[src/rtl/alu_op_sequencer_pkg.sv]
// Shared definitions for alu_op_sequencer: ALU op codes, control encodings,
// FSM states and the 12-bit instruction field layout.
package alu_op_sequencer_pkg;

    localparam int INSTR_W  = 12;
    localparam int OP_LSB   = 8;
    localparam int OP_W     = 4;
    localparam int DST_LSB  = 6;
    localparam int SRCA_LSB = 4;
    localparam int SRCB_LSB = 2;
    localparam int SEL_W    = 2;
    localparam int CTL_LSB  = 0;
    localparam int CTL_W    = 2;
    localparam int NUM_REGS = 4;
    localparam int FLAG_W   = 5;
    localparam int FLAG_Z   = 4;

    localparam logic [OP_W-1:0] OP_SUB   = 4'd0;
    localparam logic [OP_W-1:0] OP_AND   = 4'd1;
    localparam logic [OP_W-1:0] OP_OR    = 4'd2;
    localparam logic [OP_W-1:0] OP_XOR   = 4'd3;
    localparam logic [OP_W-1:0] OP_NOT   = 4'd4;
    localparam logic [OP_W-1:0] OP_SHL   = 4'd5;
    localparam logic [OP_W-1:0] OP_SHR   = 4'd6;
    localparam logic [OP_W-1:0] OP_INC   = 4'd7;
    localparam logic [OP_W-1:0] OP_DEC   = 4'd8;
    localparam logic [OP_W-1:0] OP_PASSA = 4'd9;
    localparam logic [OP_W-1:0] OP_PASSB = 4'd10;
    localparam logic [OP_W-1:0] OP_NAND  = 4'd11;
    localparam logic [OP_W-1:0] OP_NOR   = 4'd12;
    localparam logic [OP_W-1:0] OP_ADD   = 4'd13;

    typedef enum logic [CTL_W-1:0] {
        CTL_EXEC  = 2'b00,
        CTL_SKIPZ = 2'b01,
        CTL_HALT  = 2'b10,
        CTL_NOP   = 2'b11
    } ctl_e;

    typedef enum logic [2:0] {
        ST_IDLE  = 3'd0,
        ST_FETCH = 3'd1,
        ST_EXEC  = 3'd2,
        ST_WB    = 3'd3,
        ST_DONE  = 3'd4
    } state_e;

endpackage

[src/rtl/alu_op_sequencer_prog_mem.sv]
// Program store for alu_op_sequencer: PROG_DEPTH x 12 words, one synchronous
// write port and an asynchronous read port addressed by the PC.
module seq_prog_mem
    import alu_op_sequencer_pkg::*;
#(
    parameter  int PROG_DEPTH = 16,
    localparam int AW         = $clog2(PROG_DEPTH)
) (
    input  logic               clk,
    input  logic               wr_en,
    input  logic [AW-1:0]      wr_addr,
    input  logic [INSTR_W-1:0] wr_data,
    input  logic [AW-1:0]      rd_addr,
    output logic [INSTR_W-1:0] rd_data
);

    // Contents are deliberately not reset so a loaded program survives reset.
    logic [INSTR_W-1:0] mem [PROG_DEPTH];

    always_ff @(posedge clk) begin
        if (wr_en) begin
            mem[wr_addr] <= wr_data;
        end
    end

    assign rd_data = mem[rd_addr];

endmodule

[src/rtl/alu_op_sequencer.sv]
// Micro-sequencer stepping a stored program through an external ALU.
// Optional feature macro: SEQ_SKIPZ_EN (ctl=01 skips the next word when Z=1).
module alu_op_sequencer
    import alu_op_sequencer_pkg::*;
#(
    parameter  int PROG_DEPTH = 16,
    parameter  int DW         = 4,
    localparam int AW         = $clog2(PROG_DEPTH)
) (
    input  logic               iClk,
    input  logic               iRst_n,
    input  logic               iStart,
    input  logic [DW-1:0]      iSeedA,
    input  logic [DW-1:0]      iSeedB,
    input  logic               iLoadEn,
    input  logic [AW-1:0]      iLoadAddr,
    input  logic [INSTR_W-1:0] iLoadData,
    output logic [DW-1:0]      oAluA,
    output logic [DW-1:0]      oAluB,
    output logic [OP_W-1:0]    oAluOp,
    input  logic [DW:0]        iAluR,
    input  logic [FLAG_W-1:0]  iAluStatus,
    output logic               oBusy,
    output logic               oDone,
    output logic [DW-1:0]      oResult,
    output logic [FLAG_W-1:0]  oFlags
);

    localparam logic [AW:0] PC_LIMIT = (AW+1)'(PROG_DEPTH);

    state_e             state_q, state_d;
    logic [AW-1:0]      pc_q;
    logic [DW-1:0]      regs_q [NUM_REGS];
    logic [OP_W-1:0]    op_q;
    logic [SEL_W-1:0]   dst_q, src_a_q, src_b_q;
    logic [DW-1:0]      res_q;
    logic [FLAG_W-1:0]  stat_q;
    logic [INSTR_W-1:0] fetch_word;
    ctl_e               fetch_ctl;
    logic               mem_wr;
    logic               skip_taken;
    logic               pc_end;
    logic [AW:0]        pc_next;
    logic               unused_alu_carry;

    assign unused_alu_carry = iAluR[DW];
    assign mem_wr = iLoadEn && (state_q == ST_IDLE);

    seq_prog_mem #(.PROG_DEPTH(PROG_DEPTH)) u_prog_mem (
        .clk     (iClk),
        .wr_en   (mem_wr),
        .wr_addr (iLoadAddr),
        .wr_data (iLoadData),
        .rd_addr (pc_q),
        .rd_data (fetch_word)
    );

    assign fetch_ctl = ctl_e'(fetch_word[CTL_LSB +: CTL_W]);

`ifdef SEQ_SKIPZ_EN
    logic skipz_q;

    always_ff @(posedge iClk or negedge iRst_n) begin
        if (!iRst_n) begin
            skipz_q <= 1'b0;
        end else if (state_q == ST_FETCH) begin
            skipz_q <= (fetch_ctl == CTL_SKIPZ);
        end
    end

    assign skip_taken = (state_q == ST_WB) && skipz_q && stat_q[FLAG_Z];
`else
    assign skip_taken = 1'b0;
`endif

    // One extra PC bit so running past the last word is detected instead of wrapping.
    assign pc_next = {1'b0, pc_q} + (skip_taken ? (AW+1)'(2) : (AW+1)'(1));
    assign pc_end  = (pc_next >= PC_LIMIT);

    always_ff @(posedge iClk or negedge iRst_n) begin
        if (!iRst_n) begin
            state_q <= ST_IDLE;
        end else begin
            state_q <= state_d;
        end
    end

    always_comb begin
        state_d = state_q;
        case (state_q)
            ST_IDLE:  if (iStart) state_d = ST_FETCH;
            ST_FETCH: begin
                case (fetch_ctl)
                    CTL_HALT: state_d = ST_DONE;
                    CTL_NOP:  state_d = pc_end ? ST_DONE : ST_FETCH;
                    default:  state_d = ST_EXEC;
                endcase
            end
            ST_EXEC:  state_d = ST_WB;
            ST_WB:    state_d = pc_end ? ST_DONE : ST_FETCH;
            ST_DONE:  state_d = ST_IDLE;
            default:  state_d = ST_IDLE;
        endcase
    end

    always_ff @(posedge iClk or negedge iRst_n) begin
        if (!iRst_n) begin
            pc_q    <= '0;
            for (int i = 0; i < NUM_REGS; i++) regs_q[i] <= '0;
            op_q    <= '0;
            dst_q   <= '0;
            src_a_q <= '0;
            src_b_q <= '0;
            res_q   <= '0;
            stat_q  <= '0;
            oFlags  <= '0;
            oDone   <= 1'b0;
            oResult <= '0;
        end else begin
            // oDone trails the DONE state by one cycle, together with the R0 snapshot.
            oDone <= (state_q == ST_DONE);
            case (state_q)
                ST_IDLE: begin
                    if (iStart) begin
                        regs_q[0] <= iSeedA;
                        regs_q[1] <= iSeedB;
                        regs_q[2] <= '0;
                        regs_q[3] <= '0;
                        pc_q      <= '0;
                    end
                end
                ST_FETCH: begin
                    op_q    <= fetch_word[OP_LSB +: OP_W];
                    dst_q   <= fetch_word[DST_LSB +: SEL_W];
                    src_a_q <= fetch_word[SRCA_LSB +: SEL_W];
                    src_b_q <= fetch_word[SRCB_LSB +: SEL_W];
                    if (fetch_ctl == CTL_NOP) pc_q <= pc_next[AW-1:0];
                end
                ST_EXEC: begin
                    res_q  <= iAluR[DW-1:0];
                    stat_q <= iAluStatus;
                end
                ST_WB: begin
                    regs_q[dst_q] <= res_q;
                    oFlags        <= stat_q;
                    pc_q          <= pc_next[AW-1:0];
                end
                ST_DONE: oResult <= regs_q[0];
                default: ;
            endcase
        end
    end

    always_comb begin
        oAluOp = '0;
        oAluA  = '0;
        oAluB  = '0;
        if (state_q == ST_EXEC) begin
            oAluOp = op_q;
            oAluA  = regs_q[src_a_q];
            oAluB  = regs_q[src_b_q];
        end
    end

    assign oBusy = (state_q == ST_FETCH) || (state_q == ST_EXEC) || (state_q == ST_WB);

endmodule
[config.mk]
export PLATFORM = sky130hd
export DESIGN_NAME = alu_op_sequencer
export DESIGN_NICKNAME = d
export VERILOG_FILES = /design/src/rtl/alu_op_sequencer_pkg.sv /design/src/rtl/alu_op_sequencer_prog_mem.sv /design/src/rtl/alu_op_sequencer.sv
export SDC_FILE = /design/constraint.sdc
export NUM_CORES = 1
export LEC_CHECK = 0
export CAP_MARGIN = 0
export CORE_ASPECT_RATIO = 1.2
export CORE_MARGIN = 10
export CORE_UTILIZATION = 40
export CTS_CLUSTER_DIAMETER = 120
export DETAILED_ROUTE_END_ITERATION = 7
export GPL_ROUTABILITY_DRIVEN = 0
export GPL_TIMING_DRIVEN = 0
export PLACE_DENSITY = 0.57
export SYNTH_ARGS = -nofsm -noshare
export SYNTH_HDL_FRONTEND = slang
export SYNTH_SLANG_ARGS = --single-unit
export TNS_END_PERCENT = 1
[constraint.sdc]
create_clock -name iClk -period 3.3 [get_ports iClk]
set_input_delay 0.33 -clock iClk [delete_from_list [all_inputs] [get_ports iClk]]
set_output_delay 0.33 -clock iClk [all_outputs]
set_load 0.05 [all_outputs]
==> impl_metrics.toml, run 1 <==
[worst_setup_path]
critical_path.startpoint_type = "register"
timing.rr.end = "u_prog_mem.mem[8][8]"
criticalPathCategory = "reg2reg"
timing.critical_path.to_type = "register"
worstPathMaxFanout = 10
timing.reg2reg.setup_slack_ps = 140
r2r_cells = 6
timing.critical_path.arrival_ps = 3380
timing.rr.start = "state_q[1]"
worst-endpoint-required_ps = 3520

[sta]
setup_viol = 0
max_slew.worst_pin.slew_ps = 1390
skew_ps = 8.66
max_clock_freq_mhz = 317
worst_slew_margin_rel_pct = 6.80
setup_ws_ps = 144
setup_tns_ps = 0
fin_crit_ps = 3160
unrepaired_setup_endpoints_after_global_routing = "false"
finalHoldViolations = 0
maxSlewViolCount = 0
final_min_period_over_clock_period_pct = 95.6

[cts]
clk_path_buf_depth = 3
buffer_type_at_the_clock_tree_root = "clkbuf_16"
htree_levels = 1
tritoncts = "built"
insertion_delay_ps = 520
cts-buffers-inserted = 26
worst_setup_hold_path_clk_slew_ps = 60
clock-sinks = 244

[detailed_routing]
ant_nets = 0
detail_route.first_pass.iterations = 5
initialDrtViolationCount = 358
routed_wirelength_mm = 22.0
detailroute.via_count = 5129
wl_per_cell_um = 23.3
route.detailed.drc = 0
avgViaCountPerCell = 5.42

[placement]
post-place-ws_ps = -187
post-dp-hpwl_mm = 15.0
placement.io_buffers = 59
dp.cells = 899
postPlaceCellArea_mm2 = 0.0110

[floorplan]
die_width_um = 164
io_pins = 61
die-height_um = 192
std_cell_rows = 63
area_of_the_core_mm2 = 0.0246
die-area_mm2 = 0.0315
initial_core_util_pct = 40.3

[synth]
ys_types = 46
synth.avg_cell_area_um2 = 19.6
asyncSetResetFlopFracSynth_pct = 21.3
post_synth_instance_area_mm2 = 0.00991
synth_fp_nets = 545
synth-main-ff-cell = "edfxtp_1"
ys_top_cells_by_area = "edfxtp_1 58%, dfrtp_1 13%, mux4_2 12%"
synth_enable_flop_cells = 192
ys_seq_area_share_pct = 71.3
synth_seq_cells = 244
synth_top_area_share_pct = 58.2
ys_warn_count = 0
synth_largest_area_cell = "edfxtp_1"
synthCells = 506

[worst_hold_path]
hold_path_class = "in2async"

[global_routing]
grt_pass1_wl_mm = 33.2
grt_overflow = 0
grt_antenna_before_repair = 0
total_track_usage_pct = 13.9
grt_max_degree = 38
grt_pass1_vias = 5539

[layout]
final-instance-count-excl-fill = 946
drive_gt1_share_pct = 25.0
nNetsFinal = 643
synthToLayoutAreaGrowth_pct = 20.1
antenna_cells_inserted = 0
final_cell_area_mm2 = 0.0119

[pwr]
power.density_mw_per_mm2 = 835
overall_power_of_the_completed_layout_uw = 9940
p_leak_uw = 0.00407
ir_worst_vdd_uv = 808

[job]
maxCapViolations = 0

[status]
outcome = "completed"
[registers in the layout, summed over array words and instances (netlist names), 2 cells and up]
signal and cells:
dst_q 2, oFlags 5, oResult 4, op_q 4, pc_q 4, regs_q 16, res_q 4, src_a_q 2
src_b_q 2, stat_q 5, state_q 3, u_prog_mem.mem 192
[cell families after synthesis]
kind of cell | Yosys count | share of synthesized area [%]
flops | 244 | 71.3
simple gates | 102 | 5.02
mux | 98 | 18.9
compound gates | 37 | 2.89
buf+inv | 24 | 1.78
fa+ha+maj | 1 | 0.126
[power breakdown]
part,internal [uW],leakage (uW),switching [uW]
logic,1480,0.00132,1620
registers,3690,0.00235,326
clock network,1710,0.000400,1120
total,6880,0.00407,3070
[Yosys cell counts (2+ instances only)]
| cell | n |
|---|---|
| dfrtp_1 | 52 |
| a211oi_1 | 3 |
| o22ai_1 | 8 |
| nor3_1 | 8 |
| a311oi_1 | 2 |
| mux2i_1 | 4 |
| buf_4 | 2 |
| nand3b_1 | 2 |
| edfxtp_1 | 192 |
| buf_2 | 7 |
| a32o_1 | 2 |
| buf_12 | 2 |
| nand4_1 | 2 |
| nor2_1 | 37 |
| and3_1 | 2 |
| a22o_1 | 8 |
| a21oi_1 | 3 |
| mux4_2 | 51 |
| and2_1 | 13 |
| nand2b_1 | 5 |
| o2111ai_1 | 3 |
| nor2b_1 | 4 |
| nand2_1 | 14 |
| mux2_2 | 29 |
| nand3_1 | 9 |
| or3_1 | 2 |
| mux4_1 | 13 |
| buf_6 | 3 |
| clkbuf_1 | 7 |
[timing repair]
item                                    4_1_cts  5_1_grt
setup buffers                                 0        0
hold endpoints to repair                     15        0
hold buffers                                  1        0
resized for setup                            18        1
endpoints found under the setup margin       65        8
pin swaps                                     0        0
[worst max-delay path, cell delays in order, from the launching register on]
cell	delay (ps)
dfrtp_1	390
buf_2	190
nor3_1	710
nand2_1	220
or3_1	460
nor2_1	640
buf_6	250
[how the worst max path moves through the flow]
stage                     depth (start not counted)                endpoint        from
after floorplan                                   5    u_prog_mem.mem[0][0]  state_q[1]
after global placement                            5    u_prog_mem.mem[0][6]  state_q[1]
after detailed placement                          5  u_prog_mem.mem[12][10]  state_q[1]
after CTS                                         6    u_prog_mem.mem[5][9]  state_q[1]
after global routing                              6    u_prog_mem.mem[8][8]  state_q[1]
final                                             6    u_prog_mem.mem[8][8]  state_q[1]
[metal layers]
layer  vias to the layer above  GRT usage (%)  wire length [um]
met1                      2699           17.7              9240
met3                        30           2.75              1230
met2                       133           23.9             11200
met5                         -              0                 0
met4                         0           3.54               358
li1                       2267              -                 -
[per-stage QoR]
stage               hold WS (ps)  utilization (%)
floorplan                   34.4                -
global placement             483             44.4
detailed placement           276             44.9
CTS                          273             48.3
global route                 302             48.4
finish                       270             48.4
[cell type report]
cell class / instances / area, um^2
Tap cell: 325 / 407
Timing Repair Buffer: 70 / 713
Clock buffer: 31 / 691
Inverter: 1 / 3.75
Buffer: 23 / 174
Fill cell: 2073 / 12700
Clock inverter: 14 / 138
Multi-Input combinational cell: 238 / 2710
Sequential cell: 244 / 7070
[layout by cell type (no fill, tap or decap), types with 2 or more instances in the layout]
cell               n
a211oi_1           3
a21oi_1            3
a22o_1             8
a311oi_1           2
a32o_1             2
and2_1            13
and3_1             2
buf_12             3
buf_2              8
buf_4              2
buf_6              9
buf_8              4
bufinv_16          3
clkbuf_1          10
clkbuf_16         27
clkdlybuf4s50_1   46
clkinv_1           8
clkinv_2           2
dfrtp_1           52
dlygate4sd2_1     12
edfxtp_1         192
mux2_2            29
mux2i_1            4
mux4_1            13
mux4_2            51
nand2_1           14
nand2b_1           5
nand3_1            9
nand3b_1           2
nand4_1            2
nor2_1            31
nor2_2             6
nor2b_1            4
nor3_1             3
nor3_2             5
o2111ai_1          3
o22ai_1            8
or3_1              2
Note: power is estimated with default switching activity, not from simulation.
==> run 2, diff against run 1 <==
CORE_UTILIZATION = 42   (was 40)
PLACE_DENSITY = 0.6   (was 0.57)
==> impl_metrics.toml, run 2 (same netlist as run 1, synthesis figures left out) <==
[placement]
dp.cells = 885
post-place-ws_ps = -93.8
placement.io_buffers = 59
post-dp-hpwl_mm = 14.5

[global_routing]
total_track_usage_pct = 14.2
global_route.usage.met2_pct = 24.0
grt_pass1_wl_mm = 33.5
grt_antenna_before_repair = 0
met3_usage_pct = 3.23
grt_pass1_vias = 5592
gr-usage-met1_pct = 18.1
grt_overflow = 0
global_route.peak_usage_layer = "met2"
grt_max_degree = 33

[detailed_routing]
avgViaCountPerCell = 5.46
detailroute.via_count = 5101
routed_wirelength_mm = 21.5
route.detailed.drc = 0
ant_nets = 0
initialDrtViolationCount = 375
detail_route.first_pass.iterations = 5
wl_per_cell_um = 23.0

[worst_setup_path]
timing.rr.start = "state_q[1]"
worst-endpoint-required_ps = 3440
timing.critical_path.to_type = "register"
timing.rr.end = "u_prog_mem.mem[8][7]"
worstPathMaxFanout = 12
timing.reg2reg.setup_slack_ps = 260
critical_path.startpoint_type = "register"
timing.critical_path.arrival_ps = 3180
criticalPathCategory = "reg2reg"
r2r_cells = 5

[sta]
max_clock_freq_mhz = 329
skew_ps = 19.4
setup_ws_ps = 261
maxSlewViolCount = 0
setup_viol = 0
worst_slew_margin_rel_pct = 37.0
fin_crit_ps = 3040
final_min_period_over_clock_period_pct = 92.1
unrepaired_setup_endpoints_after_global_routing = "false"
finalHoldViolations = 0
max_slew.worst_pin.slew_ps = 944

[cts]
worst_setup_hold_path_clk_slew_ps = 60
htree_levels = 1
clock-sinks = 244
insertion_delay_ps = 530
postCtsSetupBuffers = 0
clk_path_buf_depth = 3
cts-buffers-inserted = 27
buffer_type_at_the_clock_tree_root = "clkbuf_16"
tritoncts = "built"

[layout]
area_used_by_multi_input_combinational_logic_mm2 = 0.00272
antenna_cells_inserted = 0
regArea_mm2 = 0.00707
n_fill_cell = 1926
top_flop_regs = "u_prog_mem.mem x192, regs_q x16"
layout.cells.most_common = "edfxtp_1"
synthToLayoutAreaGrowth_pct = 20.4
finalCoreUtilization_pct = 51.5
number_of_flip_flops_in_the_largest_register = 192
nNetsFinal = 639
final_cell_mix = "192 x edfxtp_1, 52 x dfrtp_1, 51 x mux4_2"
top_register_by_number_of_flip_flops = "u_prog_mem.mem"
drive_gt1_share_pct = 26.5
final-instance-count-excl-fill = 935

[floorplan]
std_cell_rows = 61
die-height_um = 188
die-area_mm2 = 0.0302
initial_core_util_pct = 42.7
die_width_um = 160
area_of_the_core_mm2 = 0.0232
io_pins = 61

[job]
maxCapViolations = 0

[worst_hold_path]
hold_path_class = "in2async"

[status]
outcome = "completed"

[pwr]
power.density_mw_per_mm2 = 857
p_leak_uw = 0.00409
overall_power_of_the_completed_layout_uw = 10200
ir_worst_vdd_uv = 426
==> run 2: changes by cell type in the layout (fill, tap and decap cells not counted) <==
cell | previous run | this run
buf_8 | 4 | 1
clkinv_1 | 8 | 3
bufinv_16 | 3 | 5
clkinv_2 | 2 | 5
nor2_2 | 6 | 12
clkbuf_1 | 10 | 11
buf_6 | 9 | 7
clkbuf_8 | 0 | 3
nor2_1 | 31 | 25
==> run 2: power by group <==
| group | switching [uW] | leakage, uW | internal, uW |
|---|---|---|---|
| registers | 326 | 0.00235 | 3690 |
| logic | 1610 | 0.00129 | 1480 |
| clock network | 1180 | 0.000455 | 1950 |
==> run 2: what timing repair did <==
item | in CTS | in global routing
setup endpoints to repair | 36 | 27
gates resized for setup | 16 | 3
pin swaps | 0 | 0
endpoints found under the hold margin | 20 | 0
hold buffers | 1 | 0
cloned | 0 | 0
==> run 2: metrics by stage <==
step	hold WS, ps	setup TNS (ps)	area [um^2]
2_1_floorplan	34.4	0	9910
3_3_place_gp	485	-15540	10900
6_report	324	0	11900
4_1_cts	326	0	11900
5_1_grt	363	0	11900
3_5_place_dp	337	-1680	11000
==> run 2: how the worst max path moves through the flow <==
stage | start | endpoint | slack, ps
2_1_floorplan | state_q[1] | u_prog_mem.mem[0][0] | 760
3_3_place_gp | state_q[1] | u_prog_mem.mem[0][10] | -490
3_5_place_dp | state_q[1] | u_prog_mem.mem[8][9] | -90
4_1_cts | state_q[1] | u_prog_mem.mem[9][8] | 90
5_1_grt | state_q[1] | u_prog_mem.mem[0][11] | 50
6_report | state_q[1] | u_prog_mem.mem[8][7] | 260
==> run 2: layer usage <==
| metal | up-vias | share of wire [%] |
|---|---|---|
| met4 | 0 | 1.7 |
| met5 | - | 0 |
| met1 | 2662 | 42 |
| li1 | 2265 | - |
| met2 | 144 | 50 |
| met3 | 30 | 5.5 |
==> run 2: cell type report <==
| class | instances | share of cell area, % |
|---|---|---|
| plain buffers | 23 | 1.46 |
| clock buffers | 35 | 6.16 |
| clock inverters | 14 | 1.62 |
| inverters | 1 | 0.0314 |
| multi-input cells | 238 | 22.8 |
| flip-flops and latches | 244 | 59.2 |
| well taps | 315 | 3.30 |
| repair buffers | 65 | 5.41 |
==> run 2: critical path, cell delays in order, from the launching register on <==
cell	delay, ps
dfrtp_1	390
buf_2	190
nor3_1	690
nand2_1	190
or3_1	460
nor2_2	740
